<file path="config.mk">
export PLATFORM = sky130hd
export DESIGN_NAME = sink_seq_table
export DESIGN_NICKNAME = d
export VERILOG_FILES = /design/src/rtl/sink_seq_table.sv
export SDC_FILE = /design/constraint.sdc
export NUM_CORES = 1
export LEC_CHECK = 0
export ABC_AREA = 1
export ABC_CLOCK_PERIOD_IN_PS = 4630
export BUFFER_PORTS_ARGS = -buffer_cell sky130_fd_sc_hd__buf_4
export CORE_ASPECT_RATIO = 0.5
export CORE_UTILIZATION = 30
export DETAILED_ROUTE_END_ITERATION = 10
export HOLD_SLACK_MARGIN = 0.02
export SETUP_SLACK_MARGIN = 0.05
export SLEW_MARGIN = 40
export SYNTH_ARGS = -nofsm -noshare
export SYNTH_HDL_FRONTEND = slang
export SYNTH_SLANG_ARGS = --single-unit
</file>
<file path="constraint.sdc">
create_clock -name clk -period 4.63 [get_ports clk]
set_input_delay 1.1575 -clock clk [delete_from_list [all_inputs] [get_ports clk]]
set_output_delay 1.1575 -clock clk [all_outputs]
set_load 0.01 [all_outputs]
</file>
<file path="src/rtl/sink_seq_table.sv">
// sink_seq_table: per-source seen flag and last sequence number, with a
// combinational "not strictly increasing" compare for the addressed source.
module sink_seq_table #(
  parameter int NSRC = 16,
  parameter int SEQW = 32,
  parameter int IDXW = 4
) (
  input  logic            clk,
  input  logic            rst,
  input  logic            i_wr,
  input  logic [IDXW-1:0] i_idx,
  input  logic [SEQW-1:0] i_seq,
  output logic            o_order_err
);

  logic [NSRC-1:0] seen_q;
  logic [SEQW-1:0] last_seq_q [NSRC];

  always_ff @(posedge clk or posedge rst) begin
    if (rst) begin
      seen_q <= '0;
    end else if (i_wr) begin
      seen_q[i_idx] <= 1'b1;
    end
  end

  // last_seq needs no clear: an entry is only consulted once its seen bit is set.
  always_ff @(posedge clk) begin
    if (i_wr) begin
      last_seq_q[i_idx] <= i_seq;
    end
  end

  // Storage is read combinationally, so a write at one edge is already visible
  // to the compare in the following cycle (back-to-back packets need no stall).
  assign o_order_err = seen_q[i_idx] && (i_seq <= last_seq_q[i_idx]);

endmodule

</file>
==> flow_summary.yaml <==
cells_and_area:
  postLayoutCoreUtil_pct: 39.2
  instances_no_fill: 2361
  nets: 1506
  area_growth_pct: 27.7
  drive_gt1_share_pct: 33.3
routing:
  first_pass_iters: 5
  routedWlPerCell_um: 23.4
  vias: 12223
  drc: 0
  wirelength_um: 55200
  detail_route.iter0.violations: 1375
  routed_via_density: 5.18
  ant_nets: 0
sta:
  setup_ws_ns: -0.300
  worst_pin_slew_ns: 0.723
  fin_tns_setup_ns: -0.300
  slew_viol_final: 0
  setup_violations: 1
  max_freq_mhz: 203
  fin_skew_ns: 0
  max-slew-margin-rel_pct: 51.7
  period_share_pct: 106
  hold_ws_ns: 0.467
  rsz0062_at_grt: "true"
  final_hold_viol_count: 0
  layout_min_cycle_time_ns: 4.93
global_route:
  antenna_found_initial: 1
  grt_pass1_wl_um: 77500
  grt_pass1_vias: 11821
  grtUsageTotal_pct: 15.2
  grt_start_max_net_pins: 34
  grt-ovfl-total: 0
cts:
  cts-hold-fix-buffers: 0
  cts.reportedPaths.clkPinSlew_ns: 0.06
  htree_levels: 2
  clk_latency_ns: 0.57
  cts_buffer_depth: 3
  cts_root_buf: "clkbuf_16"
  cts.sinks: 528
  cts_buffers: 50
  cts_tree: "built"
power:
  vdd_ir_drop_max_mv: 0.283
  switching_share_pct: 22.1
  switchingPower_mw: 2.27
  totalPowerFinal_mw: 10.3
  p_seq_share_pct: 52.5
  power_frac_comb_pct: 9.0
  p_clk_share_pct: 38.5
  leakagePower_nw: 8.42
  internal_power_mw: 8.01
  p_per_area_nw_per_um2: 399
die:
  coreArea_um2: 65700
  dieArea_um2: 68300
  io_pins: 40
  dieWidth_um: 369
  initial_core_util_pct: 30.7
  row_count: 66
  die_h_um: 185
setup_path:
  required_ns: 3.47
  reg2reg_to: "seen_q[14]"
  start_kind: "input pin"
  timing.rr.start: "seen_q[14]"
  crit_path_end_kind: "output port"
  crit_type: "input pin to output port"
  startpoint: "i_idx[0]"
  reg2reg_depth: 1
  endpoint: "o_order_err"
  cp.arrival_ns: 3.77
  rrSetupSlack_ns: 3.83
  crit_fanout: 8
placed_design:
  gp_congestion: 0.803
  hpwl_um: 30900
  dp.cells: 2219
  io_buffers: 39
job:
  max_cap_viol_count: 0
outcome:
  violations: "negative setup slack"
  status: "complete, but fails checks"
synth:
  seq_area_frac_synth_pct: 78.2
  syn_nets: 1299
  synth.yosys.warnings: 0
  synthCells: 1228
  synth_seq_cells: 528
  avgSynthCellArea_um2: 16.4
  syn_area_um2: 20200
  ys_types: 26
hold_path:
  hp-class: "register to register"
==> cells in the mapped netlist (all sizes together) <==
cell	count	share of area, %
nand4	2	0.062
or2	47	1.5
nand3	3	0.074
a22oi	264	9.8
a21oi	141	3.5
edfxtp	512	76
clkinv	2	0.037
buf	55	1.6
nor2	34	0.72
dfrtp	16	2.0
o21ai	2	0.050
ha	32	2.0
o21a	1	0.037
inv	15	0.28
nand2	56	1.0
or3	1	0.031
clkbuf	13	0.24
nor3	31	0.84
a21o	1	0.037
==> cell type report <==
class / instances / area [µm²]
Timing Repair Buffer: 222 / 2440
Tap cell: 884 / 1110
Timing Repair inverter: 1 / 7.51
Antenna cell: 1 / 2.50
Clock buffer: 65 / 1410
Sequential cell: 528 / 15800
Clock inverter: 28 / 176
Fill cell: 5977 / 40000
Multi-Input combinational cell: 615 / 4760
Inverter: 17 / 73.8
==> flip-flops by register name (all words and copies together), names as in the netlist <==
register and cells:
last_seq_q 512, seen_q 16
==> power groups by stage <==
stage / Sequential (mW) / Combinational, mW / Clock (mW)
finish: 5.40 / 0.922 / 3.96
global route: 5.40 / 0.985 / 4.19
CTS: 5.39 / 0.801 / 4.01
detailed placement: 5.49 / 0.743 / 0
global placement: 5.49 / 0.737 / 0
floorplan: 5.49 / 0.355 / 0
==> worst min-delay path by stage <==
stage               startpoint          to  slack [ns]  depth (start not counted)
floorplan           seen_q[10]  seen_q[10]        0.44                          1
global placement     seen_q[2]   seen_q[2]        0.45                          1
detailed placement   seen_q[7]   seen_q[7]        0.45                          1
CTS                 seen_q[11]  seen_q[11]        0.47                          1
global route         seen_q[6]   seen_q[6]        0.48                          1
finish               seen_q[5]   seen_q[5]        0.47                          1
==> logic make-up (layout without fill, tap and decap cells) <==
family / count (synthesis) / after routing / synth area share [%]
AO/OA/AOI/OAI: 409 / 409 / 13.4
adder cells (fa/ha/maj): 32 / 32 / 1.99
buffers and inverters: 85 / 333 / 2.12
flip-flops: 528 / 528 / 78.2
other: 0 / 1 / 0
AND/OR/NAND/NOR: 174 / 174 / 4.23
==> metal layers <==
metal	GRT usage, %	part of all wire, %	vias to the layer above
met3	2.40	7.3	90
met4	3.67	2.0	0
met2	25.8	49	484
met5	0	0	-
li1	-	-	5371
met1	20.3	42	6278
==> through the flow <==
step           worst slack, ns  instance area (µm²)
3_5_place_dp            -0.479                22800
4_1_cts                 -0.254                24800
6_report                -0.300                25800
2_1_floorplan            0.420                20200
3_3_place_gp            -0.512                22800
5_1_grt                 -0.385                25800
==> worst max-delay path, stage by stage <==
cell     delay, ns
buf_12        0.11
inv_4         0.04
nor2_4        0.33
buf_8         0.18
buf_6         0.18
buf_4         0.15
a22oi_1       0.07
a21oi_1       0.18
nor3_2        0.07
ha_1          0.29
buf_4         0.11
buf_4         0.10
buf_4         0.09
nand4_1       0.14
nor2_1        0.14
nand2_1       0.07
a21oi_2       0.20
buf_4         0.15
==> cells in the final DEF (no fill, tap or decap), types with 11 or more instances in the layout <==
master	synthesis	routed
edfxtp_1	512	512
a22oi_1	264	213
nor2_4	2	21
inv_1	14	11
buf_12	0	41
buf_4	7	151
a21oi_2	0	26
nand2_1	56	46
a22oi_2	0	51
or2_2	47	38
buf_6	5	14
ha_1	32	28
a21oi_1	141	115
clkbuf_16	0	61
dfrtp_1	16	16
clkinv_1	2	15
nor3_2	3	21
==> timing repair <==
action | CTS | global route
setup endpoints to repair | 1 | 1
resized for setup | 58 | 133
buffers inserted | 15 | 25
pin swaps | 23 | 81
cloned | 2 | 9
hold endpoints to repair | 0 | 0
Note: power is estimated with default switching activity, not from simulation.
